<file path="src/rtl/core_pkg.sv">
// core_pkg: shared RV32 core constants
package core_pkg;
  localparam int XLEN = 32;
  localparam logic [31:0] RV_NOP = 32'h0000_0013;
endpackage

</file>
<file path="src/rtl/pipe_slot.sv">
// pipe_slot: one payload register with valid flag; clear beats load
module pipe_slot
  import core_pkg::*;
#(
  parameter int WIDTH = XLEN
) (
  input  logic             clk,
  input  logic             reset,
  input  logic             load,
  input  logic             clear,
  input  logic [WIDTH-1:0] d,
  output logic             valid,
  output logic [WIDTH-1:0] q
);
  always_ff @(posedge clk or posedge reset)
    if (reset) begin
      valid <= 1'b0;
      q     <= '0;
    end else if (clear) begin
      valid <= 1'b0;
    end else if (load) begin
      valid <= 1'b1;
      q     <= d;
    end
endmodule

</file>
<file path="src/rtl/pipeline_stage_hs.sv">
// pipeline_stage_hs: handshaked stage register with optional skid entry and bubble output
module pipeline_stage_hs
  import core_pkg::*;
#(
  parameter int          WIDTH      = XLEN,
  parameter int          SKID       = 1,
  parameter logic [31:0] BUBBLE_VAL = RV_NOP
) (
  input  logic             clk,
  input  logic             reset,
  input  logic             flush,
  input  logic             in_valid,
  output logic             in_ready,
  input  logic [WIDTH-1:0] in_data,
  output logic             out_valid,
  input  logic             out_ready,
  output logic [WIDTH-1:0] out_data,
  output logic [1:0]       occupancy
);
  localparam logic [WIDTH-1:0] BUB = WIDTH'(BUBBLE_VAL);
  logic             main_valid, skid_valid, main_load, main_clear, in_fire, out_fire;
  logic [WIDTH-1:0] main_data, skid_data, main_d;
  assign in_fire  = in_valid & in_ready;
  assign out_fire = main_valid & out_ready;
  pipe_slot #(.WIDTH(WIDTH)) u_main (
    .clk(clk), .reset(reset), .load(main_load), .clear(main_clear),
    .d(main_d), .valid(main_valid), .q(main_data)
  );
  generate
    if (SKID != 0) begin : g_skid
      logic skid_load, skid_clear;
      // main refills from skid first so the oldest beat always sits in main
      always_comb begin
        main_d     = skid_valid ? skid_data : in_data;
        main_load  = skid_valid ? out_fire : in_fire & (~main_valid | out_fire);
        main_clear = flush | (out_fire & ~skid_valid & ~in_fire);
        skid_load  = in_fire & main_valid & ~out_fire;
        skid_clear = flush | (out_fire & skid_valid);
      end
      assign in_ready = ~skid_valid;
      pipe_slot #(.WIDTH(WIDTH)) u_skid (
        .clk(clk), .reset(reset), .load(skid_load), .clear(skid_clear),
        .d(in_data), .valid(skid_valid), .q(skid_data)
      );
    end else begin : g_single
      always_comb begin
        main_d     = in_data;
        main_load  = in_fire;
        main_clear = flush | (out_fire & ~in_fire);
      end
      assign in_ready   = ~main_valid | out_ready;
      assign skid_valid = 1'b0;
      assign skid_data  = '0;
    end
  endgenerate
  assign out_valid = main_valid;
  assign out_data  = main_valid ? main_data : BUB;
  assign occupancy = {1'b0, main_valid} + {1'b0, skid_valid};
endmodule

</file>
<file path="config.mk">
export PLATFORM = sky130hd
export DESIGN_NAME = pipeline_stage_hs
export DESIGN_NICKNAME = d
export VERILOG_FILES = /design/src/rtl/core_pkg.sv /design/src/rtl/pipe_slot.sv /design/src/rtl/pipeline_stage_hs.sv
export SDC_FILE = /design/constraint.sdc
export NUM_CORES = 1
export LEC_CHECK = 0
export BUFFER_PORTS_ARGS = -buffer_cell sky130_fd_sc_hd__buf_4
export CAP_MARGIN = 20
export CORE_AREA = 2 2 83 85
export CTS_CLUSTER_DIAMETER = 100
export DETAILED_ROUTE_END_ITERATION = 7
export DIE_AREA = 0 0 85 87
export GPL_TIMING_DRIVEN = 0
export PLACE_DENSITY = 0.73
export SKIP_CTS_REPAIR_TIMING = 1
export SLEW_MARGIN = 5
export SYNTH_ARGS = -nofsm -noshare
export SYNTH_HDL_FRONTEND = slang
export SYNTH_SLANG_ARGS = --single-unit
</file>
<file path="constraint.sdc">
create_clock -name clk -period 2.2 [get_ports clk]
set_clock_uncertainty 0.1 [all_clocks]
set_input_delay 0.22 -clock clk [delete_from_list [all_inputs] [get_ports clk]]
set_output_delay 0.22 -clock clk [all_outputs]
set_load 0.01 [all_outputs]
</file>
# After elaboration in Yosys (flattened, before gate mapping)
# Cells that the tools add are included.
# totals
regBits,66
inputBits,37
elab_cells,33
# op_classes
addsub,1
mux,7
n_bitwise,17
n_reduce_logical,4
# op_table
cell,n
two-way mux 32 bit,2
bitwise AND 1 bit,8
inverter 1 bit,6
two-way mux 1 bit,5
AND reduction 2 bit,2
nonzero test 2 bit,2
OR 1 bit,3
adder 1 x 1 -> 2 bit,1

# Longest topological paths before layout
# logic_depth
depth_word,7
ltp_mapped,5

# Cells and area by module
# Synthesis repeated with hierarchy kept, for this count alone.
# unflattened
hier_cells,226
hier_area_um2,3624.7
# by_module_without_submodules
mod,n_inst,cells_per_inst,area_each_um2,seq_area_each_um2
pipe_slot,2,73,1395.1,825.8
pipeline_stage_hs,1,80,834.6,0.0

# Least setup slack after synthesis
# No wires, ideal clock.
# synth_path
kind,register to register
start,reg g_skid.u_skid.valid
end,reg g_skid.u_skid.q[20]
setup_time_ps,125
arrival_time_ps,1541
t_required_ps,1975
slack_ps,434
stages_incl_launch_ff,6
synth_period_minus_slack_ps,1766
path_cell_list,dfrtp_1 -> buf_6 -> nand2b_4 -> nor4b_4 -> buf_6 -> mux2_2
# synth_between
elab_chain_len,5
# synth_rtl
element,line_no,rtl
start: declaration,pipe_slot.sv:12,"output logic valid,"
start signal: assignment,pipe_slot.sv:17,valid <= 1'b0;
start signal: assignment,pipe_slot.sv:20,valid <= 1'b0;
start signal: assignment,pipe_slot.sv:22,valid <= 1'b1;
inverter 1 bit,pipeline_stage_hs.sv:40,assign in_ready = ~skid_valid;
bitwise AND 1 bit,pipeline_stage_hs.sv:23,assign in_fire = in_valid & in_ready;
bitwise AND 1 bit (2 in a row),pipeline_stage_hs.sv:37,skid_load = in_fire & main_valid & ~out_fire;
AND reduction 2 bit (no line) (*),-,
end signal: assignment,pipe_slot.sv:18,q <= '0;
end signal: assignment,pipe_slot.sv:23,q <= d;
end: declaration,pipe_slot.sv:13,output logic [WIDTH-1:0] q
# Mark *: on every way between the ends. The rest lies on a longest branch, timed or not.
# A chain may end at the register's enable or synchronous reset.

# Worst setup path after layout
# layout_path
start,reg u_main.valid
end,out out_data[13]
# layout_between
elab_chain_len,1
# layout_rtl
element,line_no,rtl
start: declaration,pipe_slot.sv:12,
start signal: assignment,pipe_slot.sv:17,
start signal: assignment,pipe_slot.sv:20,
start signal: assignment,pipe_slot.sv:22,
two-way mux 32 bit,pipeline_stage_hs.sv:57,assign out_data = main_valid ? main_data : BUB;
end: declaration,pipeline_stage_hs.sv:17,"output logic [WIDTH-1:0] out_data,"
# No other way between the ends.

==> out/qor.log <==
qor: setup_path.critPathLaunchType flop
qor: clock_network.clock_insertion_delay_worst_skew 0.33 ns
qor: yosys.ys_seq_area_share 52.6%
qor: detailed_routing.drt.antenna.violating_nets 0
qor: setup_path.critical_path.reg2reg.startpoint g_skid.u_skid.valid$_DFFE_PP0P_
qor: floorplanning.standard_cell_rows 30
qor: setup_path.reg2regPathDepth 5
qor: final_layout.nFillCells 544
qor: setup_path.path_max_fanout 10
qor: final_layout.final_nets 341
qor: detailed_routing.routedWlPerCell 15.5 um
qor: yosys.ys_dominant_reg_cell dfrtp_1
qor: sta.report.final.setup_viol 0
qor: yosys.flops_latches_synth 66
qor: yosys.synth.largest_area_cell dfrtp_1
qor: clock_network.clock_transition_time_at_the_flip_flop_clock_pins_of_the_worst_setup_and_hold_paths 0.07 ns
qor: placed_design.place.port_buffers 72
qor: min_path.hold_class in2async
qor: final_layout.area_growth_syn_to_layout 27.6%
qor: pwr.total_power 3450 uW
qor: sta.fin_tns_setup 0 ns
qor: pwr.cellPowerDensity 861 nW/um^2
qor: sta.finalHoldViolCount 66
qor: outcome.run_status finished with violations
qor: placed_design.placed_area 3780 um^2
qor: placed_design.post-place-cells 372
qor: sta.period_minus_slack 2.02 ns
qor: placed_design.place.detailed.hpwl 4090 um
qor: global_route.grt_pass1_wl 9910 um
qor: setup_path.critical_path_class reg2out
qor: clock_network.cts.root.buffer_cell clkbuf_8
qor: outcome.failed_checks hold timing
qor: sta.slew_violations 0
qor: sta.period_share 91.7%
qor: pwr.p_leak 0.00182 uW
qor: sta.postLayoutSetupSlackWorst 0.182 ns
qor: global_route.grt.overflow.total 0
qor: detailed_routing.detail_route.wirelength 6010 um
qor: setup_path.endpoint_kind output port
qor: flow_run.max_cap_violations 0
qor: clock_network.cts.sinks 66
qor: clock_network.number_of_cts_inserted_buffers 9
qor: sta.worst-slew-pin-transition 0.808 ns
qor: clock_network.clock_tree.buffer_depth 2
qor: clock_network.htree_depth 3
qor: detailed_routing.vias 2002
qor: final_layout.final_layout_size_suffix_gt1_share 63.0%
qor: final_layout.stdcell_count 388
qor: detailed_routing.drcViolationCount 0
qor: floorplanning.die-area 7400 um^2
qor: detailed_routing.drtIter0Drc 74
qor: global_route.grt_antenna_before_repair 0
qor: final_layout.final_area 4010 um^2
qor: floorplanning.die_h 87 um
qor: detailed_routing.vias_per_cell 5.16
qor: setup_path.cp_arrival 1.70 ns
qor: yosys.synth_area_leaders dfrtp_1 53%, mux2_2 33%, and2_1 5.8%
qor: sta.slew-limit-headroom 46.2%
qor: detailed_routing.drt-pass1-iter-count 5
qor: final_layout.antenna_cells 0
qor: setup_path.required 1.88 ns
qor: placed_design.place_congestion 0.708
qor: sta.setup_repair_after_global_routing_missed_its_margin false
qor: yosys.synth-warning-count 0
qor: yosys.synth_top_area_share 52.6%
qor: yosys.syn-cell-area 3140 um^2
qor: placed_design.dpl_worst_slack 0.277 ns
qor: pwr.vdd_ir_drop_max 0.448 mV
qor: sta.max_freq 0.496 GHz
qor: global_route.globalRouteTotalUtil 17.3%
qor: global_route.vias_in_the_first_global_route 2067
qor: setup_path.worstReg2RegEnd g_skid.u_skid.q[2]$_DFFE_PP0P_
qor: setup_path.ff2ff_setup_slack 0.26 ns
qor: floorplanning.top_level_ports 73
qor: yosys.synth_enable_flop_cells 0
qor: floorplanning.fp.dieW 85 um
qor: yosys.syn_nets 258
qor: floorplanning.initial_utilization 47.8%
qor: yosys.post_synthesis_instance_total 220
qor: yosys.synth-async-reset-ratio 100%
qor: sta.hold_slack -0.0456 ns
qor: floorplanning.area_of_the_placeable_core 6570 um^2
qor: yosys.syn_area_per_cell 14.3 um^2
qor: clock_network.tritoncts done
qor: global_route.grt_max_degree 67
qor: yosys.post_synth_num_cell_types 18
synth_stat cells, drive strengths merged (2+ instances only):
master	count
nand2b	4
clkbuf	6
inv	3
buf	8
dfrtp	66
mux2	96
and2	29
a21oi	2
worst max path at each step:
stage,start,to,slack (ns),cells after the start
3_3_place_gp,reset,g_skid.u_skid.q[24]$_DFFE_PP0P_,-0.67,2
4_1_cts,u_main.valid$_DFFE_PP0P_,out_data[27],0.09,4
2_1_floorplan,reset,g_skid.u_skid.q[0]$_DFFE_PP0P_,0.23,1
6_report,u_main.valid$_DFFE_PP0P_,out_data[13],0.18,4
3_5_place_dp,g_skid.u_skid.valid$_DFFE_PP0P_,g_skid.u_skid.q[20]$_DFFE_PP0P_,0.28,5
5_1_grt,u_main.valid$_DFFE_PP0P_,out_data[13],0.01,4
registers in the layout, summed over array words and instances, names as in the netlist:
name,cells
u_main.valid,1
u_main.q,32
g_skid.u_skid.valid,1
g_skid.u_skid.q,32
critical path: stages (launching register included):
cell      delay, ns
dfrtp_1        0.41
buf_2          0.27
clkbuf_1       0.35
and2_1         0.21
buf_4          0.12
cell usage in the layout (no fill, tap or decap), drive strengths merged, types with 2 or more instances in the layout:
cell / n
mux2: 96
buf: 80
dfrtp: 66
and2: 29
clkbuf: 19
nand2b: 4
inv: 3
a21oi: 2
clkinvlp: 2
logic make-up after synthesis:
group	share of synthesized area, %
AO/OA/AOI/OAI	1.55
multiplexers	34.4
adder cells (fa/ha/maj)	0.398
buffers and inverters	3.38
flip-flops	52.6
AND/OR/NAND/NOR	7.69
final cells by class:
type / count / area (um^2) / area share [%]
buffer: 14 / 96.3 / 2.40
clock buffer: 13 / 179 / 4.46
clock inverter: 3 / 45.0 / 1.12
inverter: 3 / 13.8 / 0.343
multi-input combinational: 137 / 1380 / 34.5
sequential: 66 / 1650 / 41.2
tap: 80 / 100 / 2.50
timing repair buffer: 72 / 541 / 13.5
stage by stage:
step           hold WS (ns)  util, %
2_1_floorplan         0.183        -
3_3_place_gp          0.347     57.6
3_5_place_dp          0.342     57.6
4_1_cts             -0.0214     61.0
5_1_grt             0.00865     61.0
6_report            -0.0456     61.0
routing by layer:
metal  routed length [um]  up-vias  GRT usage [%]
met5                    0        -              0
met4                  121        0           7.79
met1                 2690     1014           22.7
met3                  251        9           3.22
met2                 2940       49           28.1
li1                     -      930              -
power by group:
part / switching, uW / internal [uW]
registers: 131 / 1520
clock network: 452 / 647
logic: 258 / 447
total: 840 / 2610
Note: power is estimated with default switching activity, not from simulation.
